## src/rtl/spi_peripheral_if.sv

```systemverilog
`default_nettype none
// ============================================================================
// Module      : spi_peripheral_if
// Description : Local-side bus of the SPI mode-0 peripheral. It carries the
//               received-byte stream and the response handshake.
//   o_valid    one-cycle pulse, a received byte is on o_data
//   o_data     received byte
//   o_first    qualifies o_valid: byte is the command byte of the frame
//   o_underrun one-cycle pulse, command byte completed with no response
//   i_valid    response offer from local logic
//   i_ready    response register can accept a response
//   i_data     response data, used bytes sent MSB first
//   i_bytes    response length in bytes (1..3, 0 behaves as 1)
//   modport slave  : the peripheral
//   modport master : local logic
// Revision    : 1.0 - initial release
// ============================================================================
interface spi_peripheral_if #(
  parameter int RESP_W = 24
);
  logic              o_valid;
  logic [7:0]        o_data;
  logic              o_first;
  logic              o_underrun;
  logic              i_valid;
  logic              i_ready;
  logic [RESP_W-1:0] i_data;
  logic [1:0]        i_bytes;

  modport slave (
    output o_valid, o_data, o_first, o_underrun, i_ready,
    input  i_valid, i_data, i_bytes
  );

  modport master (
    input  o_valid, o_data, o_first, o_underrun, i_ready,
    output i_valid, i_data, i_bytes
  );
endinterface
`default_nettype wire

```

## src/rtl/spi_peripheral.sv

```systemverilog
`default_nettype none
// ============================================================================
// Module      : spi_peripheral
// Description : SPI mode-0 (CPOL=0, CPHA=0) target. sclk/csb/mosi are
//               oversampled in the clk domain; every received byte is
//               delivered on the local bus and a locally supplied 1-3 byte
//               response is shifted out on miso right after the command byte.
//   clk   system clock
//   rst   synchronous active-low reset
//   sclk  SPI clock from the controller (asynchronous)
//   csb   chip select, active low (asynchronous)
//   mosi  controller-to-peripheral data (asynchronous)
//   miso  peripheral-to-controller data
//   lcl   local bus (see spi_peripheral_if)
// Revision    : 1.0 - initial release
// ============================================================================
module spi_peripheral #(
  parameter int SYNC_STAGES = 2,
  parameter int RESP_W      = 24
) (
  input  wire logic         clk,
  input  wire logic         rst,
  input  wire logic         sclk,
  input  wire logic         csb,
  input  wire logic         mosi,
  output logic              miso,
  spi_peripheral_if.slave   lcl
);

  localparam int c_RESP_BYTES = RESP_W / 8;
  // Cycles until the synchronizers and the csb history flop hold real pin
  // values instead of their reset values.
  localparam int c_FLUSH_DONE = SYNC_STAGES + 1;
  localparam int c_FLUSH_W    = $clog2(c_FLUSH_DONE + 1);

  typedef enum logic [2:0] {
    ST_WAIT_IDLE = 3'd0,
    ST_IDLE      = 3'd1,
    ST_CMD       = 3'd2,
    ST_RESP      = 3'd3,
    ST_DATA      = 3'd4
  } state_t;

  state_t                 r_state;
  state_t                 w_state_nxt;
  logic [SYNC_STAGES-1:0] r_sclk_sync;
  logic [SYNC_STAGES-1:0] r_csb_sync;
  logic [SYNC_STAGES-1:0] r_mosi_sync;
  logic                   r_sclk_d;
  logic                   r_csb_d;
  logic [c_FLUSH_W-1:0]   r_flush;
  logic [2:0]             r_bit_cnt;
  logic [6:0]             r_rx_shift;
  logic [RESP_W-1:0]      r_tx_shift;
  logic                   r_pending;
  logic                   r_miso;
  logic                   r_o_valid;
  logic [7:0]             r_o_data;
  logic                   r_o_first;
  logic                   r_o_underrun;

  logic              w_sclk, w_csb, w_mosi;
  logic              w_sclk_rise, w_sclk_fall, w_csb_rise, w_csb_fall;
  logic              w_flushed, w_in_frame, w_bit_rise, w_byte_done, w_cmd_done;
  logic              w_ready, w_accept, w_enter_resp;
  logic [1:0]        w_nbytes;
  logic [RESP_W-1:0] w_resp_aligned;

  assign w_sclk      = r_sclk_sync[SYNC_STAGES-1];
  assign w_csb       = r_csb_sync[SYNC_STAGES-1];
  assign w_mosi      = r_mosi_sync[SYNC_STAGES-1];
  assign w_sclk_rise = w_sclk & ~r_sclk_d;
  assign w_sclk_fall = ~w_sclk & r_sclk_d;
  assign w_csb_rise  = w_csb & ~r_csb_d;
  assign w_csb_fall  = ~w_csb & r_csb_d;
  assign w_flushed   = (r_flush == c_FLUSH_W'(c_FLUSH_DONE));

  assign w_in_frame  = (r_state == ST_CMD) || (r_state == ST_RESP) ||
                       (r_state == ST_DATA);
  // A csb rise in the same cycle as an sclk rise discards that bit.
  assign w_bit_rise  = w_sclk_rise && w_in_frame && !w_csb_rise;
  assign w_byte_done = w_bit_rise && (r_bit_cnt == 3'd7);
  assign w_cmd_done  = w_byte_done && (r_state == ST_CMD);

  assign w_accept     = lcl.i_valid && w_ready;
  assign w_enter_resp = (w_state_nxt == ST_RESP) && (r_state != ST_RESP);

  // Left-justify the used bytes so the shifter always sends from its MSB.
  assign w_nbytes = (lcl.i_bytes == 2'd0) ? 2'd1 : lcl.i_bytes;
  always_comb begin
    int v_used;
    v_used = int'(w_nbytes);
    if (v_used > c_RESP_BYTES) begin
      v_used = c_RESP_BYTES;
    end
    w_resp_aligned = lcl.i_data << (RESP_W - 8 * v_used);
  end

  always_ff @(posedge clk) begin
    if (!rst) begin
      r_state <= ST_WAIT_IDLE;
    end else begin
      r_state <= w_state_nxt;
    end
  end

  always_comb begin
    w_state_nxt = r_state;
    w_ready     = 1'b0;
    case (r_state)
      ST_WAIT_IDLE: begin
        if (w_flushed && w_csb) begin
          w_state_nxt = ST_IDLE;
        end
      end
      ST_IDLE: begin
        w_ready = !r_pending;
        if (w_csb_fall) begin
          w_state_nxt = ST_CMD;
        end
      end
      ST_CMD: begin
        w_ready = !r_pending;
        if (w_csb_rise) begin
          w_state_nxt = ST_IDLE;
        end else if (w_cmd_done) begin
          w_state_nxt = r_pending ? ST_RESP : ST_DATA;
        end
      end
      ST_RESP: begin
        if (w_csb_rise) begin
          w_state_nxt = ST_IDLE;
        end
      end
      ST_DATA: begin
        w_ready = !r_pending;
        if (w_csb_rise) begin
          w_state_nxt = ST_IDLE;
        end
      end
      default: w_state_nxt = ST_WAIT_IDLE;
    endcase
  end

  always_ff @(posedge clk) begin
    if (!rst) begin
      r_sclk_sync  <= '0;
      r_csb_sync   <= '1;
      r_mosi_sync  <= '0;
      r_sclk_d     <= 1'b0;
      r_csb_d      <= 1'b1;
      r_flush      <= '0;
      r_bit_cnt    <= 3'd0;
      r_rx_shift   <= 7'd0;
      r_tx_shift   <= '0;
      r_pending    <= 1'b0;
      r_miso       <= 1'b0;
      r_o_valid    <= 1'b0;
      r_o_data     <= 8'd0;
      r_o_first    <= 1'b0;
      r_o_underrun <= 1'b0;
    end else begin
      r_sclk_sync  <= {r_sclk_sync[SYNC_STAGES-2:0], sclk};
      r_csb_sync   <= {r_csb_sync[SYNC_STAGES-2:0], csb};
      r_mosi_sync  <= {r_mosi_sync[SYNC_STAGES-2:0], mosi};
      r_sclk_d     <= w_sclk;
      r_csb_d      <= w_csb;
      if (!w_flushed) begin
        r_flush <= r_flush + 1'b1;
      end

      // Partial bytes are discarded whenever the frame ends.
      if (w_bit_rise) begin
        r_bit_cnt  <= r_bit_cnt + 3'd1;
        r_rx_shift <= {r_rx_shift[5:0], w_mosi};
      end else if (!w_in_frame || w_csb_rise) begin
        r_bit_cnt  <= 3'd0;
      end

      r_o_valid    <= w_byte_done;
      r_o_first    <= w_cmd_done;
      r_o_underrun <= w_cmd_done && !r_pending;
      if (w_byte_done) begin
        r_o_data <= {r_rx_shift, w_mosi};
      end

      if (w_accept) begin
        r_pending <= 1'b1;
      end else if (w_enter_resp) begin
        r_pending <= 1'b0;
      end

      // The shifter only holds a pending response outside RESP; zeros are
      // shifted in so bits past the response length come out as 0.
      if (w_accept) begin
        r_tx_shift <= w_resp_aligned;
      end else if ((r_state == ST_RESP) && w_sclk_fall && !w_csb_rise) begin
        r_tx_shift <= {r_tx_shift[RESP_W-2:0], 1'b0};
      end

      if ((r_state == ST_RESP) && !w_csb_rise) begin
        if (w_sclk_fall) begin
          r_miso <= r_tx_shift[RESP_W-1];
        end
      end else begin
        r_miso <= 1'b0;
      end
    end
  end

  assign miso           = r_miso;
  assign lcl.o_valid    = r_o_valid;
  assign lcl.o_data     = r_o_data;
  assign lcl.o_first    = r_o_first;
  assign lcl.o_underrun = r_o_underrun;
  assign lcl.i_ready    = w_ready;

endmodule
`default_nettype wire
```

## src/flat_wrapper.sv

```systemverilog
// flat-port wrapper written by rule: the top's interface ports become plain ports
module spi_peripheral_flat 
#(
  parameter int SYNC_STAGES = 2,
  parameter int RESP_W      = 24
)
  (clk, rst, sclk, csb, mosi, miso, lcl_o_valid, lcl_o_data, lcl_o_first, lcl_o_underrun, lcl_i_ready, lcl_i_valid, lcl_i_data, lcl_i_bytes);
  spi_peripheral_if #(.RESP_W(RESP_W)) lcl_i ();
  input  wire logic clk;
  input  wire logic rst;
  input  wire logic sclk;
  input  wire logic csb;
  input  wire logic mosi;
  output logic miso;
  output wire logic [$bits(lcl_i.o_valid)-1:0] lcl_o_valid;
  output wire logic [$bits(lcl_i.o_data)-1:0] lcl_o_data;
  output wire logic [$bits(lcl_i.o_first)-1:0] lcl_o_first;
  output wire logic [$bits(lcl_i.o_underrun)-1:0] lcl_o_underrun;
  output wire logic [$bits(lcl_i.i_ready)-1:0] lcl_i_ready;
  input wire logic [$bits(lcl_i.i_valid)-1:0] lcl_i_valid;
  input wire logic [$bits(lcl_i.i_data)-1:0] lcl_i_data;
  input wire logic [$bits(lcl_i.i_bytes)-1:0] lcl_i_bytes;
  assign lcl_o_valid = lcl_i.o_valid;
  assign lcl_o_data = lcl_i.o_data;
  assign lcl_o_first = lcl_i.o_first;
  assign lcl_o_underrun = lcl_i.o_underrun;
  assign lcl_i_ready = lcl_i.i_ready;
  assign lcl_i.i_valid = lcl_i_valid;
  assign lcl_i.i_data = lcl_i_data;
  assign lcl_i.i_bytes = lcl_i_bytes;
  spi_peripheral #(.SYNC_STAGES(SYNC_STAGES), .RESP_W(RESP_W)) u_core (.clk(clk), .rst(rst), .sclk(sclk), .csb(csb), .mosi(mosi), .miso(miso), .lcl(lcl_i));
endmodule
```

## config.mk

```make
export PLATFORM = sky130hd
export DESIGN_NAME = spi_peripheral_flat
export DESIGN_NICKNAME = d
export VERILOG_FILES = /design/src/rtl/spi_peripheral_if.sv /design/src/rtl/spi_peripheral.sv /design/src/flat_wrapper.sv
export SDC_FILE = /design/constraint.sdc
export NUM_CORES = 1
export LEC_CHECK = 0
export ABC_AREA = 1
export CORE_MARGIN = 2
export CORE_UTILIZATION = 45
export DETAILED_ROUTE_END_ITERATION = 6
export GPL_TIMING_DRIVEN = 0
export HOLD_SLACK_MARGIN = 0.02
export PLACE_DENSITY = 0.79
export SYNTH_ARGS = -nofsm -noshare
export SYNTH_HDL_FRONTEND = slang
export SYNTH_SLANG_ARGS = --single-unit
```

## constraint.sdc

```tcl
create_clock -name clk -period 2.11 [get_ports clk]
set_input_delay 0.211 -clock clk [delete_from_list [all_inputs] [get_ports clk]]
set_output_delay 0.211 -clock clk [all_outputs]
set_load 0.005 [all_outputs]
```

==> summary by stage, run 1 <==
Status
The flow ran to the end, and the final reports show no timing, DRC or antenna violations.

Timing
Setup violations remaining at the end of the flow were counted as 0. Across all setup checks in the final design, the least slack found is approximately 0.25 ns. The clock skew is slightly above 0.008 ns. Static timing analysis puts the maximum clock frequency at 537 MHz.

The measured slew at the worst slew-check pin is 0.510 ns. The tightest hold path in the finished design has a slack of 0.286 ns. The worst max-slew margin expressed relative to the limit is 66.0%. The accumulated negative setup slack is 0 ns.

The fraction of the cycle the final worst path needs is 88.2%. The max-slew violation count is 0. Setup repair after global routing left no endpoint under its margin.

The number of hold violations in the final report is 0. The minimum clock period is approximately 1.9 ns.

Drt
The number of violations reported at the end of detailed-routing iteration 0 is approximately 130. The detail-routed via count per cell is 4.89. The routed wire length is about 6600 um. Dividing the detail-routed wire length by the instance count gives 12.0 um.

The post-route DRC violation count is 0. The number of detailed-route iterations in the first pass is 4. The number of nets with antenna violations after detailed routing is 0. The routed layout has 2,671 vias.

Hold path
The worst min-delay path startpoint is rst. The tightest min-delay check is of the in2reg type. The worst hold path passes through 3 cells.

The path with the worst hold slack has its endpoint at u_core.r_tx_shift[23].

GRT
The all-layer global routing usage is 20.2%. The wire length of the first global-routing pass is ~11,000 um. Summed over all layers, the global routing overflow is 0. The number of antenna violations at the first check in global routing was 0. Entering global routing, the biggest net connects 12 pins. The number of global-route vias before repair is between 2,000 and 3,000.

Clocking
The buffer type at the clock tree root is sky130_fd_sc_hd__clkbuf_8. The CTS tree is built. The clock net in this run drives a total of 60 sinks.

The count of buffers added by post-CTS timing repair for setup is 0. After clock tree synthesis, the clock-pin slew on the worst setup and hold paths is 0.07 ns. In this run the deepest clock path goes through 2 buffers.

After clock tree synthesis, the repair step resized 0 gates. The CTS buffer count is 9. CTS built an H-tree with a depth of 3. The number of buffers inserted by hold repair at cts is 0. The clock latency on the worst-skew pair is between 0.3 and 0.4 ns.

Setup path
The maximum fanout encountered on the critical timing path is 4. In this run the register-to-register setup slack is 0.60 ns. For the worst setup path, the data required time is 1.90 ns. The category of the worst setup path capture point is an output port.

In this run the critical register-to-register path is launched from u_core.r_state[1]. The capture instance of the worst register-to-register path is u_core.lcl.o_data[2]. The depth of the most critical reg-to-reg path is 8. The critical path in this run is classified as reg2out. STA classifies the critical path startpoint as a flop. The arrival time of data at the critical path endpoint is 1.65 ns.

Floorplan
The initial core utilization is 46.8%. The die outline height is 83.0 um. 45 I/O pins were placed. The core outline area is 5990 um^2.

The die outline width is 83.0 um. The die covers slightly below 7000 um^2. The total number of placement rows is 28.

Synth
The cell type with the largest total area after synthesis is sky130_fd_sc_hd__dfxtp_1. In this run the biggest area consumer among cell types represents between 40% and 50% of the synthesized area. The share of the Yosys chip area taken by registers is 42.8%. The synthesized netlist net count is around 450. Of the total synthesized cell area, the portion taken by XOR and XNOR cells is 0.312%. The largest family of logic cells by synthesized area is simple AND/OR/NAND/NOR gates. In this run the cell area of the synthesized design comes to 2810 um^2. The number of register bits inferred by synthesis is 60. During synthesis, Yosys emitted a total of 0 warnings. The mean instance size in the synthesized netlist is 6.80 um^2. Summing the areas of all and, or, nand and nor instances in the mapped netlist gives a little under a third of the synthesized area.

The number of different library cells in the post-synthesis netlist is 29. The post-synthesis share of cell area spent on full adders, half adders and majority gates is around 1.3%. The synthesized netlist devotes 13.9% of its cell area to compound gates. After synthesis, the cell types taking the most area are sky130_fd_sc_hd__dfxtp_1 43%, sky130_fd_sc_hd__nand2_1 17%, sky130_fd_sc_hd__nor2_1 6.3%. Synthesis handed over a netlist of 413 instances. In the synthesized netlist, mux cells make up 0% of the area.

Cells and area
Measured on the finished design, the core utilization comes to 59.4%. After the flow finishes, the layout carries non-filler instances totaling roughly 550. The most frequent standard cell in the layout excluding fill and tap cells is sky130_fd_sc_hd__nand2_1. The total of fill cells in the finished design is 558. The growth of design area from synthesis to finish is 26.7%.

Once layout is done, the placed cells without fillers occupy between 3000 and 4000 um^2. In the final layout, the share of cells above drive strength 1 is 8.92%. The number of antenna cells inserted is 0. After the last flow step, the layout net total stands at 501. The top cell types in the final layout, fill and taps aside, are 126 x sky130_fd_sc_hd__nand2_1, 60 x sky130_fd_sc_hd__dfxtp_1, 47 x sky130_fd_sc_hd__nor2_1.

Placed design
Before CTS, the worst setup slack after placement is 0.458 ns. At the end of routability-driven placement, the weighted congestion stood at 0.898. Summing all placed instances gives a cell area of about 3300 um^2. The count of input and output buffers is 42.

The cell count after placement is 530. After legalization and detailed placement, the total HPWL measured 4830 um.

Pwr
Power spread over the standard cell area amounts to 753 nW/um^2. The worst vdd rail ir drop is 0.473 mV. The leakage power summed over all cells is 1.48 nW. The total design power is 2.68 mW.

Job
The count of maximum capacitance violations is 0.
## synthesized netlist by cell type
master,number
sky130_fd_sc_hd__nor2_4,2
sky130_fd_sc_hd__nand3_4,1
sky130_fd_sc_hd__o21a_1,2
sky130_fd_sc_hd__nand3_2,2
sky130_fd_sc_hd__o21ai_1,9
sky130_fd_sc_hd__nor2_2,2
sky130_fd_sc_hd__clkbuf_1,7
sky130_fd_sc_hd__nor2_1,47
sky130_fd_sc_hd__inv_1,45
sky130_fd_sc_hd__nand2_2,3
sky130_fd_sc_hd__or2_2,2
sky130_fd_sc_hd__inv_4,1
sky130_fd_sc_hd__inv_2,1
sky130_fd_sc_hd__nand2_1,126
sky130_fd_sc_hd__nand3_1,18
sky130_fd_sc_hd__buf_6,5
sky130_fd_sc_hd__dfxtp_1,60
sky130_fd_sc_hd__nor3_1,2
sky130_fd_sc_hd__a21oi_1,30
sky130_fd_sc_hd__nand4_1,1
sky130_fd_sc_hd__a31oi_1,1
sky130_fd_sc_hd__clkinv_1,1
sky130_fd_sc_hd__and3_1,1
sky130_fd_sc_hd__o21ai_2,1
sky130_fd_sc_hd__ha_1,3
sky130_fd_sc_hd__o21ai_0,33
sky130_fd_sc_hd__xor2_1,1
sky130_fd_sc_hd__buf_4,3
sky130_fd_sc_hd__buf_2,3
## final cells by class
class	instances	area, um^2	share of cell area, %
well taps	75	93.8	2.64
multi-input cells	287	1300	36.6
plain buffers	18	120	3.38
clock inverters	5	83.8	2.36
repair buffers	42	420	11.8
flip-flops and latches	60	1200	33.8
inverters	48	183	5.14
clock buffers	11	151	4.26
## power breakdown
| group | leakage, nW | internal (mW) | switching, mW |
|---|---|---|---|
| clock network | 0.112 | 0.731 | 0.467 |
| logic | 0.887 | 0.128 | 0.157 |
| registers | 0.486 | 1.17 | 0.0221 |
| total | 1.48 | 2.03 | 0.646 |
## logic make-up (layout without fill, tap and decap cells)
kind of cell	Yosys count	after routing
adder cells (fa/ha/maj)	3	3
XOR/XNOR	1	1
buffers and inverters	66	124
flip-flops	60	60
AND/OR/NAND/NOR	207	207
AO/OA/AOI/OAI	76	76
## registers in the layout, summed over array words and instances (netlist names), 2 cells and up
register	flops
u_core.lcl.o_data	8
u_core.r_bit_cnt	3
u_core.r_csb_sync	2
u_core.r_flush	2
u_core.r_mosi_sync	2
u_core.r_rx_shift	7
u_core.r_sclk_sync	2
u_core.r_state	3
u_core.r_tx_shift	24
## metal layers
metal | up-vias | track usage, % | wire length, um | share of wire, %
met5 | - | 0 | 0 | 0
met4 | 0 | 8.64 | 88 | 1.3
met3 | 11 | 4.67 | 377 | 5.7
met2 | 80 | 32.8 | 3130 | 48
met1 | 1180 | 25.6 | 2970 | 45
li1 | 1400 | - | - | -
## worst max-delay path by stage
| stage | startpoint | to | cells after the start |
|---|---|---|---|
| 6_report | u_core.r_state[2] | lcl_i_ready | 6 |
| 5_1_grt | u_core.r_state[2] | lcl_i_ready | 6 |
| 4_1_cts | u_core.r_state[2] | lcl_i_ready | 6 |
| 3_5_place_dp | lcl_i_bytes[1] | u_core.r_tx_shift[18] | 5 |
| 3_3_place_gp | lcl_i_bytes[1] | u_core.r_tx_shift[18] | 5 |
| 2_1_floorplan | u_core.r_state[2] | u_core.r_tx_shift[18] | 8 |
## worst max-delay path, stage by stage, from the launching register on
cell	delay (ns)
sky130_fd_sc_hd__dfxtp_1	0.34
sky130_fd_sc_hd__inv_1	0.12
sky130_fd_sc_hd__nand3_1	0.13
sky130_fd_sc_hd__nand3_2	0.12
sky130_fd_sc_hd__nand2_1	0.06
sky130_fd_sc_hd__inv_1	0.05
sky130_fd_sc_hd__clkdlybuf4s50_1	0.48
(Power assumes the default switching activity.)
==> run 2, diff against run 1 <==
ABC_AREA = default   (was 1)
==> summary by stage, run 2 <==
Status
The run finished with clean final reports.

Hold path
The worst min-delay path class is in2reg. The worst hold path begins at rst.

Synth
Synthesis handed over a netlist of 290 instances. The synthesized netlist net count is between 300 and 400. The most used standard cell by instance count after synthesis is sky130_fd_sc_hd__dfxtp_1. Counting instances in the post-synthesis netlist gives the leading cell types as 60 x sky130_fd_sc_hd__dfxtp_1, 40 x sky130_fd_sc_hd__mux2i_1, 30 x sky130_fd_sc_hd__nand2_1, 19 x sky130_fd_sc_hd__a21oi_1. Sorting the synthesized cells by area gives the leading types as sky130_fd_sc_hd__dfxtp_1 45%, sky130_fd_sc_hd__mux2i_1 15%, sky130_fd_sc_hd__nand2_1 4.2%. The share of flip-flops with an asynchronous set or reset after synthesis is 0%.

Summing the sequential cell areas from Yosys gives 44.7% of the chip area. The synthesized design devotes to its leading area cell type 44.7% of total area. The mean instance size in the synthesized netlist is 9.26 um^2.

In the synthesized netlist the dominant register cell turns out to be sky130_fd_sc_hd__dfxtp_1. The number of enable flip-flop cells after synthesis is 0. The number of different library cells in the post-synthesis netlist is 38. The number of register bits inferred by synthesis is 60. The area of the mapped netlist is 2690 um^2. The number of warnings reported in the yosys synthesis log is 0.

The cell type with the largest total area after synthesis is sky130_fd_sc_hd__dfxtp_1.

Placed design
The cell count after placement is 406. The count of input and output buffers is 41. The last weighted congestion value of the routability-driven placer is a little over 0.8.

The total half-perimeter wirelength after legalization and detailed placement is between 4000 and 5000 um. OpenSTA, run right after detailed placement, puts the worst setup slack at 0.00329 ns.

Clocking
The CTS tree is built. The clock slew at the register clock pins of the worst setup and hold paths is approximately 0.060 ns. The H-tree was split into 3 levels. The later pin in the worst-skew pair is clocked with a latency of roughly 0.34 ns. Clock tree synthesis found a total of 60 sinks.

The buffer type at the clock tree root is sky130_fd_sc_hd__clkbuf_8. The number of clock buffers added by TritonCTS is 9. In this run the deepest clock path goes through 2 buffers.

Cells and area
The number of antenna cells inserted is 0. Leaving out fill and tap cells, the most frequent cell in the layout is sky130_fd_sc_hd__dfxtp_1. The growth of design area from synthesis to finish is 26.5%. After filler insertion, the fill cell instance count of the layout stands at 511. More flip-flops sit in one register than any other, and that register is u_core.r_tx_shift. For this run, the number of standard cells in the final layout without fillers is between 400 and 500. The total number of nets in the final design is about 380. Of the cells placed in the final design, the portion with a size suffix greater than 1 is between 8 and 9%. Cells fill 58.1% of the core in the end. The register with the most flip-flops in the layout has 24 of them.

In the layout the commonest cells are 60 x sky130_fd_sc_hd__dfxtp_1, 41 x sky130_fd_sc_hd__clkdlybuf4s50_1, 40 x sky130_fd_sc_hd__mux2i_1.

Drt
The count of nets left with antenna violations once routing finished came out at 0. The routed length on met2 is 2910 um. The uppermost layer routed is met4.

For this block, the routed nets add up to 6040 um of wire. The routed length on met1 is between 2000 and 3000 um. Dividing the detail-routed via count by the number of cells gives around 5.3. The first detailed-routing pass ran for 4 iterations. The detailed router placed 2,229 vias in this run. The number of violations reported at the end of detailed-routing iteration 0 is approximately 160. The post-route DRC violation count is 0. The wire length on met3 is roughly 240 um.

Dividing the detail-routed wire length by the instance count gives 14.3 um.

GRT
The number of global-route vias before repair is 2,159. Summed over all layers, the global routing overflow is 0. Entering global routing, the biggest net connects 12 pins. The all-layer global routing usage is 20.1%. The number of antenna violations at the first check in global routing is 0.

The wire length of the first global-routing pass is 10,100 um.

Timing
In this run the tightest slew margin relative to its limit is 47.5%. After layout, the worst path uses 93.4% of the clock period. Setup violations remaining at the end of the flow were counted as 0.

The minimum clock period is slightly below 2 ns. The clock skew is 0.00649 ns. The maximum clock rate is 507 MHz. Setup total negative slack on the finished layout was measured at 0 ns. The max-slew violation count is 0. Final hold analysis gives a worst-case slack of between 0.3 and 0.4 ns. Setup repair after global routing left no endpoint under its margin. The number of hold violations in the final report is 0. For the pin with the worst max-slew slack, the measured transition is roughly 0.8 ns. The least setup slack across all paths after layout is about 0.14 ns.

Pwr
Dividing total power by cell area gives a power density of 712 nW/um^2. The worst vdd rail ir drop is between 0.4 and 0.5 mV. The leakage power summed over all cells is about 1.4 nW.

Floorplan
The die outline height is just over 80 um. The die footprint is ~6600 um^2. The count of boundary I/O pins is 45. After floorplanning, the core was divided into 28 placement rows. The initial core utilization is 45.9%.

The core outline area is a little under 6000 um^2. From left edge to right edge, the die measures about 80 um.

Setup path
The worst setup path is launched from a flop. The delay contributed by the slowest stage of the critical path is 0.51 ns. The source of the worst register-to-register timing path is u_core.r_state[2].

The slack of the worst reg-to-reg path is ~0.16 ns. The most repeated library cell on the critical path is sky130_fd_sc_hd__nor2_1. The kind of cell with the highest combined delay on the critical path is buffers and inverters. In this run the worst setup path terminates at lcl_i_ready. The category of the worst setup path capture point is an output port. Counting cells, the worst reg-to-reg path comes to 4.

The critical path goes through clkbuf_2 > nor3_1 > nor2_1 > nor2_1 > clkdlybuf4s50_1. The number of buffer and inverter instances along the worst setup path is 2. The type of the setup path with the least slack is reg2out.

The endpoint identified for the worst register-to-register timing path is u_core.lcl.o_data[5]. For this design, the slowest cell found on the critical path is sky130_fd_sc_hd__clkdlybuf4s50_1. The worst endpoint required time is approximately 1.9 ns.

The critical path runs through a total of 5 cells. Data on the critical path arrives at its endpoint at 1.76 ns. Of all nets on the critical path, the largest fanout is 10. In this run the worst setup path begins at u_core.r_state[0].

Job
The tool flagged a number of max-cap violations equal to 0.
[run 2: cell types whose count changed after synthesis, moves of 8 or more]
cell                       change
sky130_fd_sc_hd__nand2_1      -96
sky130_fd_sc_hd__mux2i_1      +40
sky130_fd_sc_hd__inv_1        -31
sky130_fd_sc_hd__nor2_1       -31
sky130_fd_sc_hd__o21ai_0      -17
sky130_fd_sc_hd__a21oi_1      -11
sky130_fd_sc_hd__o221ai_1     +11
sky130_fd_sc_hd__and2_1       +10
sky130_fd_sc_hd__o21ai_1       -9
sky130_fd_sc_hd__nand3_1       -8
[run 2: final cells by class]
class                      count  area [um^2]  area share [%]
multi-input combinational    196         1340            39.3
sequential                    60         1200            35.4
timing repair buffer          41          410            12.1
clock buffer                   9          124            3.65
buffer                        20          113            3.31
tap                           75         93.8            2.76
clock inverter                 7         67.6            1.99
inverter                      14         52.6            1.55
[run 2: metrics by stage]
step | area, um^2 | total power [mW]
after floorplan | 2690 | 1.34
after global placement | 3190 | 1.44
after detailed placement | 3190 | 1.44
after CTS | 3380 | 2.44
after global routing | 3400 | 2.52
final | 3400 | 2.42
[run 2: repair_timing]
item	CTS	global route
gates resized for setup	0	4
buffers inserted	0	0
hold buffers	0	0
endpoints found under the setup margin	0	17
[run 2: how the worst min path moves through the flow]
stage                           end  slack [ns]  cells past startpoint
6_report                u_core.miso        0.37                      3
5_1_grt                 u_core.miso        0.39                      3
4_1_cts                 u_core.miso        0.33                      3
3_5_place_dp   u_core.r_csb_sync[1]        0.40                      1
3_3_place_gp   u_core.r_csb_sync[1]        0.39                      1
2_1_floorplan  u_core.r_csb_sync[0]        0.31                      1
[run 2: worst min-delay path: cells and delay by family]
kind,cells,cell delay [ns]
buffers and inverters,1,0.21
AND/OR/NAND/NOR,2,0.22
[run 2: power by group]
group | internal, mW | switching (mW)
registers | 1.16 | 0.0168
logic | 0.121 | 0.121
clock network | 0.540 | 0.458
[run 2: metal layers]
| layer | track usage (%) | vias to the layer above |
|---|---|---|
| li1 | - | 1121 |
| met1 | 25.1 | 1050 |
| met2 | 33.4 | 50 |
| met3 | 5.11 | 8 |
| met4 | 7.12 | 0 |
| met5 | 0 | - |
[run 2: kinds of logic after synthesis]
group	Yosys count	share of synthesized area [%]
AOI/OAI and AO/OA	60	14.7
xor gates and xnor gates	3	0.978
adders and majority gates	3	1.40
buffers and inverters	34	6.10
DFF	60	44.7
muxes	40	14.9
and+or+nand+nor	90	17.2
